--- src/rtl/memory_stage.sv ---
// memory_stage: RV32I memory stage with valid/ready data port, load formatting and store strobes (option: MEM_MISALIGN_TRAP_EN)
module memory_stage #(
    parameter int TIMEOUT_CYCLES = 64,
    parameter int ADDR_WIDTH     = 32
) (
    input  logic                  clk,
    input  logic                  reset,
    input  logic [31:0]           e_alu_result,
    input  logic [31:0]           e_write_data,
    input  logic [4:0]            e_rd,
    input  logic [31:0]           e_pc_plus_4,
    input  logic                  e_mem_read,
    input  logic                  e_mem_write,
    input  logic [1:0]            e_mem_size,
    input  logic                  e_mem_unsigned,
    output logic [31:0]           m_alu_result,
    output logic [4:0]            m_rd,
    output logic [31:0]           m_pc_plus_4,
    output logic [31:0]           m_read_data,
    output logic                  m_mem_read,
    output logic                  m_stall,
    output logic                  m_bus_error,
    output logic                  m_misaligned,
    output logic                  dmem_req_valid,
    input  logic                  dmem_req_ready,
    output logic                  dmem_req_write,
    output logic [ADDR_WIDTH-1:0] dmem_addr,
    output logic [31:0]           dmem_wdata,
    output logic [3:0]            dmem_wstrb,
    input  logic                  dmem_resp_valid,
    input  logic [31:0]           dmem_rdata
);
    typedef enum logic [1:0] {IDLE, REQ, WAIT, DONE} state_t;
    localparam logic [31:0] TO = TIMEOUT_CYCLES;
    state_t      state_q, state_d;
    logic [31:0] alu_q, alu_d, wdata_q, wdata_d, pc4_q, pc4_d, rdata_q, rdata_d, cnt_q, cnt_d;
    logic [4:0]  rd_q, rd_d;
    logic [1:0]  size_q, size_d;
    logic        mrd_q, mrd_d, mwr_q, mwr_d, uns_q, uns_d, berr_q, berr_d, mis_q, mis_d;
    logic        e_mis;
    logic [1:0]  off;
    logic [31:0] addr_al, load_fmt;
    logic [7:0]  lb;
    logic [15:0] lh;

`ifdef MEM_MISALIGN_TRAP_EN
    assign e_mis   = (e_mem_read | e_mem_write) &&
                     ((e_mem_size == 2'b01 && e_alu_result[0]) || (e_mem_size[1] && e_alu_result[1:0] != 2'b00));
    assign addr_al = alu_q;
`else
    assign e_mis   = 1'b0;
    assign addr_al = {alu_q[31:2], size_q[1] ? 2'b00 : {alu_q[1], size_q == 2'b01 ? 1'b0 : alu_q[0]}};
`endif

    assign off            = alu_q[1:0];
    assign m_stall        = (state_q == REQ) || (state_q == WAIT);
    assign dmem_req_valid = (state_q == REQ);
    assign dmem_req_write = mwr_q;
    assign dmem_addr      = addr_al[ADDR_WIDTH-1:0];
    assign dmem_wdata     = size_q == 2'b00 ? {4{wdata_q[7:0]}} : size_q == 2'b01 ? {2{wdata_q[15:0]}} : wdata_q;
    assign dmem_wstrb     = !mwr_q ? 4'b0000 : size_q == 2'b00 ? 4'b0001 << off :
                            size_q == 2'b01 ? 4'b0011 << {off[1], 1'b0} : 4'b1111;
    assign m_alu_result   = alu_q;
    assign m_rd           = rd_q;
    assign m_pc_plus_4    = pc4_q;
    assign m_read_data    = rdata_q;
    assign m_mem_read     = mrd_q;
    assign m_bus_error    = berr_q;
    assign m_misaligned   = mis_q;

    // Select the addressed lane of the response word and sign/zero extend it
    always_comb begin
        lb       = dmem_rdata[{off, 3'b000} +: 8];
        lh       = dmem_rdata[{off[1], 4'b0000} +: 16];
        load_fmt = size_q == 2'b00 ? {{24{~uns_q & lb[7]}}, lb} :
                   size_q == 2'b01 ? {{16{~uns_q & lh[15]}}, lh} : dmem_rdata;
    end

    // Next state: load the stage register when not stalled, else advance the access
    always_comb begin
        state_d = state_q;
        alu_d   = alu_q;
        wdata_d = wdata_q;
        pc4_d   = pc4_q;
        rd_d    = rd_q;
        size_d  = size_q;
        mrd_d   = mrd_q;
        mwr_d   = mwr_q;
        uns_d   = uns_q;
        rdata_d = rdata_q;
        cnt_d   = cnt_q;
        berr_d  = berr_q;
        mis_d   = mis_q;
        if (!m_stall) begin
            alu_d   = e_alu_result;
            wdata_d = e_write_data;
            pc4_d   = e_pc_plus_4;
            rd_d    = e_rd;
            size_d  = e_mem_size;
            mrd_d   = e_mem_read;
            mwr_d   = e_mem_write;
            uns_d   = e_mem_unsigned;
            rdata_d = '0;
            cnt_d   = '0;
            berr_d  = 1'b0;
            mis_d   = e_mis;
            state_d = ((e_mem_read | e_mem_write) && !e_mis) ? REQ : IDLE;
        end else if (state_q == REQ) begin
            if (dmem_req_ready) begin
                state_d = mwr_q ? DONE : WAIT;
                cnt_d   = '0;
            end
        end else begin
            cnt_d = cnt_q + 32'd1;
            if (dmem_resp_valid) begin
                rdata_d = load_fmt;
                state_d = DONE;
            end else if (TO != 32'd0 && cnt_d == TO) begin
                berr_d  = 1'b1;
                rdata_d = '0;
                state_d = DONE;
            end
        end
    end

    // State and stage registers with asynchronous active-low reset
    always_ff @(posedge clk or negedge reset) begin
        if (!reset) begin
            state_q <= IDLE;
            alu_q   <= '0;
            wdata_q <= '0;
            pc4_q   <= '0;
            rd_q    <= '0;
            size_q  <= '0;
            mrd_q   <= 1'b0;
            mwr_q   <= 1'b0;
            uns_q   <= 1'b0;
            rdata_q <= '0;
            cnt_q   <= '0;
            berr_q  <= 1'b0;
            mis_q   <= 1'b0;
        end else begin
            state_q <= state_d;
            alu_q   <= alu_d;
            wdata_q <= wdata_d;
            pc4_q   <= pc4_d;
            rd_q    <= rd_d;
            size_q  <= size_d;
            mrd_q   <= mrd_d;
            mwr_q   <= mwr_d;
            uns_q   <= uns_d;
            rdata_q <= rdata_d;
            cnt_q   <= cnt_d;
            berr_q  <= berr_d;
            mis_q   <= mis_d;
        end
    end
endmodule

--- config.mk ---
export PLATFORM = sky130hd
export DESIGN_NAME = memory_stage
export DESIGN_NICKNAME = d
export VERILOG_FILES = /design/src/rtl/memory_stage.sv
export SDC_FILE = /design/constraint.sdc
export NUM_CORES = 1
export LEC_CHECK = 0
export BUFFER_PORTS_ARGS = -buffer_cell sky130_fd_sc_hd__buf_2
export CAP_MARGIN = 20
export CORE_AREA = 10 10 154 156
export CTS_CLUSTER_SIZE = 25
export DETAILED_ROUTE_END_ITERATION = 8
export DIE_AREA = 0 0 164 166
export PLACE_DENSITY = 0.72
export SYNTH_ARGS = -nofsm -noshare
export SYNTH_HDL_FRONTEND = slang
export SYNTH_SLANG_ARGS = --single-unit
--- constraint.sdc ---
create_clock -name clk -period 3.7 [get_ports clk]
set_clock_uncertainty 0.2 [all_clocks]
set_input_delay 0.185 -clock clk [delete_from_list [all_inputs] [get_ports clk]]
set_output_delay 0.185 -clock clk [all_outputs]
set_load 0.01 [all_outputs]
Word-level counts from Yosys, hierarchy flattened:

Index checks and enable logic that the tools add are counted.

* latch bits: 0
* memories kept: 0
* register bits after elaboration: 173
* bits in writable memories: 0
* ROM bits: 0
* word-level logic and storage cells: 63
* output and inout port bits: 175

* div/mod/pow operators: 0
* multiplexer cells: 27
* add/subtract/negate cells: 1
* shift-type cells: 4
* equal/unequal tests: 10
* multipliers: 0
* bitwise operators: 4
* reductions and logical operators: 5
* magnitude comparators: 0

Operators by type and width (count)
* $mux W32: 11
* $add A32 B1 Y32 const B: 1
* $eq A32 B7 Y1 const B: 1
* $shiftx A32 B6 Y16: 1
* $shiftx A32 B6 Y8: 1
* $mux W2: 6
* $mux W4: 3
* $mux W1: 7
* $eq A2 B1 Y1 const B: 2
* $ne A2 B2 Y1 const B: 2
* $ne A4 B1 Y1 const B: 1
* $reduce_and A2 Y1: 2
* $shl A1 B2 Y4 const A: 1
* $shl A2 B2 Y4 const A: 1
* $ne A3 B1 Y1 const B: 1
* $ne A3 B2 Y1 const B: 1
* $reduce_and A3 Y1: 1
* $and A1 B1 Y1: 2
* $eq A2 B2 Y1 const B: 1
* $logic_not A2 Y1: 1
* $ne A2 B1 Y1 const B: 1
* $logic_or A1 B1 Y1: 1
* $not A1 Y1: 1
* $or A1 B1 Y1: 1

Logic depth before layout (Yosys ltp):

Gate-level depths: netlist of run 1.

* depth in word-level cells: 7
* gate-level depth with buffers: 11

Least setup slack after synthesis of run 1:

Ideal clock, no wire load.

* path kind: flip-flop to flip-flop
* from: reg cnt_q[0]
* to: reg state_q[0]
* buffers on the path: 1
* setup time: 0.127 ns
* clock period less this slack: 3.070 ns
* setup slack: 0.630 ns
* arrival time: 2.743 ns
* stages on the path, launching flop included: 11
* cell sequence: dfrtp_1 -> ha_1 -> and3_1 -> buf_2 -> nand3_2 -> or4_1 -> o211ai_1 -> o211ai_1 -> o41a_1 -> a21o_1 -> mux2_1

* word-level cells in the longest chain between the ends: 4

Ends and longest elaborated chain
* start: declaration: line 36 `logic [31:0] alu_q, alu_d, wdata_q, wdata_d, pc4_q, pc4_d, rdata_q, rdata_d, cnt_q, cnt_d;`
* start signal: assignment: line 153 `cnt_q <= cnt_d;`
* $add A32 B1 Y32: line 114 `cnt_d = cnt_q + 32'd1;`
* $eq A32 B7 Y1: line 118 `end else if (TO != 32'd0 && cnt_d == TO) begin`
* $ne A4 B1 Y1 (no source line)
* $reduce_and A2 Y1 (no source line)
* end signal: assignment: line 143 `state_q <= state_d;`
* end: declaration: line 35 `state_t state_q, state_d;`

No other way between the ends.
A chain may end at the register's enable or synchronous reset.

Worst setup path after layout of run 1:

* from: reg cnt_q[0]
* to: reg rdata_q[7], in the netlist m_read_data[7]

* word-level cells in the longest chain between the ends: 4

Ends and longest elaborated chain
* $add A32 B1 Y32: line 114
* $eq A32 B7 Y1: line 118
* $ne A3 B1 Y1 (no source line)
* $reduce_and A2 Y1 (no source line)
* end signal: assignment: line 152 `rdata_q <= rdata_d;`
* end: declaration: line 36

No other way between the ends.

==> impl_metrics.ini, run 1 <==
[run_status]
status = finished, final reports clean

[layout]
area_growth_pct = 39.8
fin_nets = 1388
multi_input_area_mm2 = 0.00384
seq_area_mm2 = 0.00433
fillers = 1661
drive_gt1_share_pct = 39.2

[placed_design]
hpwl_mm = 20.9
gp_congestion = 0.852
numPortBuffers = 315

[routing]
dr.pass1.iters = 5
vias = 8286
drt_first_iter_violations = 643
via_per_inst = 5.39
wl_per_cell_um = 20.1
wl_mm = 30.8
drc = 0
ant_nets = 0

[sta]
hold_slack_ns = 0.159
rsz0062_at_grt = no
finalHoldViolCount = 0
slew_viol_final = 0
worstMarginPinSlew_ns = 1.16
layout_min_cycle_time_ns = 3.46
period_share_pct = 93.6
fmax_ghz = 0.289
max_slew_margin_pct = 23.0
setup_tns_ns = 0
setup_viol = 0

[worst_setup_path]
path_class = reg2reg
slowest_delay_ns = 0.54
r2r_slack_ns = 0.24
crit_family = simple AND/OR/NAND/NOR gates
worstPathCellList = ha_1 -> and3_1 -> nand3_2 -> or4_1 -> o211ai_1 -> o211ai_1 -> o41a_1 -> a21oi_2 -> buf_12 -> o32ai_1
r2r-end = m_read_data[7]$_DFFE_PN0P_
cp_slowest_cell = or4_1
end_kind = flop
worst_ep_required_time_ns = 3.81
cp-startpoint = cnt_q[0]$_DFFE_PN0P_
reg2regPathDepth = 10
cp_num_cells = 10
path_max_fanout = 32
crit_arrival_ns = 3.57
reg2reg_from = cnt_q[0]$_DFFE_PN0P_
cpMostUsedCell = o211ai_1
start_kind = flop
critPathBufInv = 1
endpoint = m_read_data[7]$_DFFE_PN0P_

[yosys]
yosys.area.top_type = dfrtp_1
synth_cells = 851
synthFlopType = dfrtp_1
syn_avg_cell_area_um2 = 10.4
synth_seq_cells = 173
yosysMostFrequentCell = dfrtp_1
ys_types = 61
synth-edff-count = 0
yosysWarnings = 0
synth_top_area_share_pct = 48.7
netlist_area_mm2 = 0.00889
ys_top_cells_by_count = dfrtp_1 (173), mux2_2 (112), nand2_1 (80)
synth-seq-area-share_pct = 48.7
yosys-top-cells-area = dfrtp_1 (49%), mux2_2 (14%), o21ai_0 (3.8%), buf_4 (3.7%), nand2_1 (3.4%)
synthArstFlopShare_pct = 100
syn-num-nets = 998

[clock_tree]
cts_buffer_depth = 2
cts_resized = 0
cts.sinks = 173
cts-buffers-inserted = 17
clock-root-buffer = clkbuf_16
cts_tree = built
h-tree-depth = 4
postCtsSetupBuffers = 0
insertion_delay_ns = 0.43
cts.reportedPaths.clkPinSlew_ns = 0.07
hold_buffers = 140

[power_and_ir_drop]
p_leak_nw = 5.83
power_density_mw_per_mm2 = 839
vdd_drop_max_v = 0.000591

[grt]
global_route.usage.met3_pct = 6.45
grt_busiest_layer = met2
grt_use_total_pct = 22.5
grt_overflow_total = 0
grt_util_met2_pct = 36.7
antenna_found_initial = 7
grtUsageMet1_pct = 26.6
grt_pass1_wl_mm = 48.9
grt_pass1_vias = 8672
grt_max_degree = 100

[flow_run]
maxCapViolCount = 0

[floorplan]
dieArea_mm2 = 0.0272
io_pins = 317
die_w_um = 164
die_y_um = 166
core-area_mm2 = 0.0207
rows = 53
initial_utilization_pct = 43.0

[worst_hold_path]
hold_class = in2reg
holdPathStages = 6
==> stage by stage <==
step	utilization (%)	std cells	total power (W)	worst slack, ns	cell area (um^2)
2_1_floorplan	-	851	0.00666	0.630	8890
3_3_place_gp	50.4	1357	0.00835	0.340	10400
3_5_place_dp	50.4	1357	0.00846	0.277	10400
4_1_cts	60.0	1529	0.0104	0.255	12400
5_1_grt	60.1	1536	0.0111	0.0593	12400
6_report	60.1	1536	0.0104	0.236	12400
==> placed cells by master, fill, tap and decap left out, types with 21 or more instances in the layout <==
cell type,n
nand4_1,21
mux2_2,112
nand2_1,80
a21oi_1,33
dfrtp_1,173
inv_1,49
o21ai_0,68
o21ai_1,21
buf_2,314
dlygate4sd3_1,140
==> worst min-delay path: cells and delay by family <==
| family | cells | cell delay [ns] |
|---|---|---|
| buffers and inverters | 2 | 0.29 |
| and+or+nand+nor | 3 | 0.21 |
| AOI/OAI and AO/OA | 1 | 0.06 |
==> layer usage <==
metal  part of all wire [%]  wire length (um)
met5                      0                 0
met4                    4.6              1420
met3                    7.4              2300
met2                     50             15300
met1                     38             11800
==> power breakdown <==
part           internal [W]  total (W)  switching, W
sequential          0.00264    0.00320      0.000559
clock              0.000920    0.00179      0.000870
combinational       0.00245    0.00543       0.00299
total               0.00601     0.0104       0.00442
==> area by class of cell <==
class	count	share of cell area [%]
flip-flops and latches	173	34.8
repair buffers	469	25.1
clock inverters	14	1.23
inverters	50	1.51
multi-input cells	530	30.9
diodes	7	0.141
well taps	275	2.77
clock buffers	18	3.53
==> cell families after synthesis <==
family,after synthesis,synth area share (%)
adders and majority gates,5,0.704
DFF,173,48.7
AOI/OAI and AO/OA,204,13.9
other,1,0.0422
buffers and inverters,148,8.31
and+or+nand+nor,181,10.1
xor gates and xnor gates,7,0.690
muxes,132,17.6
==> sequential cells by signal, indices dropped and copies added (netlist names) <==
name            flops
uns_q               1
m_read_data        32
m_mem_read          1
m_bus_error         1
m_pc_plus_4        32
size_q              2
wdata_q            32
m_rd                5
cnt_q              32
dmem_req_write      1
state_q             2
m_alu_result       32
==> worst min path at each step <==
stage              startpoint                          end  slack (ns)
6_report       dmem_req_ready        cnt_q[31]$_DFFE_PN0P_        0.16
5_1_grt        dmem_req_ready        cnt_q[25]$_DFFE_PN0P_        0.19
4_1_cts        dmem_req_ready        cnt_q[31]$_DFFE_PN0P_        0.15
3_5_place_dp            reset  m_read_data[19]$_DFFE_PN0P_        0.17
3_3_place_gp            reset  m_read_data[19]$_DFFE_PN0P_        0.17
2_1_floorplan           reset         cnt_q[0]$_DFFE_PN0P_       -0.31
No activity file was read; power rests on OpenSTA's default activity.
==> run 2, diff against run 1 <==
--- a/config.mk
+++ b/config.mk
@@ -8,6 +8,7 @@
 export BUFFER_PORTS_ARGS = -buffer_cell sky130_fd_sc_hd__buf_2
 export CAP_MARGIN = 20
 export CORE_AREA = 10 10 154 156
+export CTS_BUF_LIST = sky130_fd_sc_hd__clkbuf_16
 export CTS_CLUSTER_SIZE = 25
 export DETAILED_ROUTE_END_ITERATION = 8
 export DIE_AREA = 0 0 164 166
==> run 2 against run 1 <==
Compared with the run above: combinational power barely moved; worst hold slack barely moved; utilization barely moved; first-iteration DRC count fell by 0.78%; global-route usage fell by 0.086 points; highest routed layer unchanged; largest cell class unchanged; flip-flop and latch count did not move; final cell count did not move; setup slack got worse by 0.010 ns; design area barely moved; critical endpoint is now m_read_data[10]$_DFFE_PN0P_; critical path type unchanged.
==> impl_metrics.ini, run 2 (same netlist as run 1, synthesis figures left out) <==
[run_status]
status = finished, final reports clean

[worst_setup_path]
reg2regPathDepth = 10
path_max_fanout = 32
start_kind = flop
crit_arrival_ns = 3.57
worst_ep_required_time_ns = 3.80
path_class = reg2reg
end_kind = flop

[grt]
grt_pass1_vias = 8703
antenna_found_initial = 7
grt_max_degree = 100
grt_overflow_total = 0
grt_pass1_wl_mm = 48.9
grt_use_total_pct = 22.4

[sta]
max_slew_margin_pct = 25.4
layout_min_cycle_time_ns = 3.47
period_share_pct = 93.9
setup_viol = 0
slew_viol_final = 0
worstMarginPinSlew_ns = 1.12
hold_slack_ns = 0.159
fmax_ghz = 0.288
setup_tns_ns = 0
finalHoldViolCount = 0
fin_ws_ns = 0.226
rsz0062_at_grt = no

[routing]
dr_wl_met2_mm = 15.4
ant_nets = 0
drt_first_iter_violations = 638
vias = 8261
wl_mm = 30.9
top_layer = met4
drc = 0
wl_met1_mm = 12.0
wl_met3_mm = 2.20
wl_per_cell_um = 20.1
dr.pass1.iters = 5
via_per_inst = 5.38

[clock_tree]
cts_buffer_depth = 2
postCtsSetupBuffers = 0
insertion_delay_ns = 0.43
h-tree-depth = 4
cts_tree = built
cts.reportedPaths.clkPinSlew_ns = 0.07
cts.sinks = 173
cts-buffers-inserted = 17
clock-root-buffer = clkbuf_16

[layout]
drive_gt1_share_pct = 39.1
layout_common_cells = buf_2 (314), dfrtp_1 (173), dlygate4sd3_1 (140)
fin_nets = 1388
final_common_cell = buf_2
area_growth_pct = 39.7

[placed_design]
hpwl_mm = 20.9
numPortBuffers = 315
place_ws_ns = 0.277
gp_congestion = 0.852

[floorplan]
die_w_um = 164
io_pins = 317
dieArea_mm2 = 0.0272
initial_utilization_pct = 43.0
die_y_um = 166
core-area_mm2 = 0.0207
rows = 53

[power_and_ir_drop]
power_density_mw_per_mm2 = 838
pwr-share-clk_pct = 16.9
p_leak_nw = 5.82
internal-power_w = 0.00599
seq_power_share_pct = 30.8
switchingPower_w = 0.00441
combPwrFrac_pct = 52.3
vdd_drop_max_v = 0.000589
switching_share_pct = 42.4

[flow_run]
maxCapViolCount = 0

[worst_hold_path]
holdPathStages = 6
hold_class = in2reg
[run 2: changes by cell type in the layout (fill, tap and decap cells not counted), sizes merged]
cell	previous run	this run
clkbuf	18	17
clkinv	7	8
[run 2: routing by layer]
| layer | track usage, % | up-vias |
|---|---|---|
| li1 | - | 3810 |
| met1 | 26.3 | 4003 |
| met2 | 36.9 | 376 |
| met3 | 6.37 | 72 |
| met4 | 10.7 | 0 |
| met5 | 0 | - |
[run 2: area by class of cell]
| cell class | count | area, um^2 |
|---|---|---|
| inverter | 50 | 188 |
| clock buffer | 17 | 425 |
| tap | 275 | 344 |
| multi-input combinational | 530 | 3840 |
| antenna | 7 | 17.5 |
| sequential | 173 | 4330 |
| fill | 1665 | 8270 |
| clock inverter | 15 | 156 |
| timing repair buffer | 469 | 3110 |
[run 2: worst paths after layout]
check,endpoint,from,slack (ns)
setup / recovery,m_read_data[10]$_DFFE_PN0P_,cnt_q[0]$_DFFE_PN0P_,0.23
hold / removal,cnt_q[31]$_DFFE_PN0P_,dmem_req_ready,0.16
setup reg to reg,m_read_data[10]$_DFFE_PN0P_,cnt_q[0]$_DFFE_PN0P_,0.23
hold reg to reg,m_pc_plus_4[4]$_DFFE_PN0P_,m_pc_plus_4[4]$_DFFE_PN0P_,0.30
max in group asynchronous,m_alu_result[5]$_DFFE_PN0P_,reset,2.15
min in group asynchronous,m_read_data[19]$_DFFE_PN0P_,reset,0.24
[run 2: per-stage QoR]
step	power [W]	instances	cell area (um^2)	utilization, %
final	0.0104	1536	12400	60.0
after global routing	0.0110	1536	12400	60.0
after CTS	0.0104	1529	12400	59.9
after detailed placement	0.00846	1357	10400	50.4
after global placement	0.00835	1357	10400	50.4
after floorplan	0.00666	851	8890	-
[run 2: power by group through the flow]
stage | clock (W) | combinational [W] | sequential, W
after floorplan | 0 | 0.00336 | 0.00331
after global placement | 0 | 0.00520 | 0.00315
after detailed placement | 0 | 0.00527 | 0.00318
after CTS | 0.00180 | 0.00540 | 0.00316
after global routing | 0.00188 | 0.00587 | 0.00329
final | 0.00176 | 0.00544 | 0.00320
[run 2: worst max-delay path: stages (launching register included)]
cell,delay (ns)
dfrtp_1,0.48
ha_1,0.29
and3_1,0.42
nand3_2,0.17
or4_1,0.54
o211ai_1,0.13
o211ai_1,0.15
o41a_1,0.44
a21oi_2,0.21
buf_12,0.21
o22ai_1,0.10
[run 2: what timing repair did]
action                                 CTS  global route
hold buffers                           140             0
resized for setup                        0             0
endpoints found under the hold margin  236             0
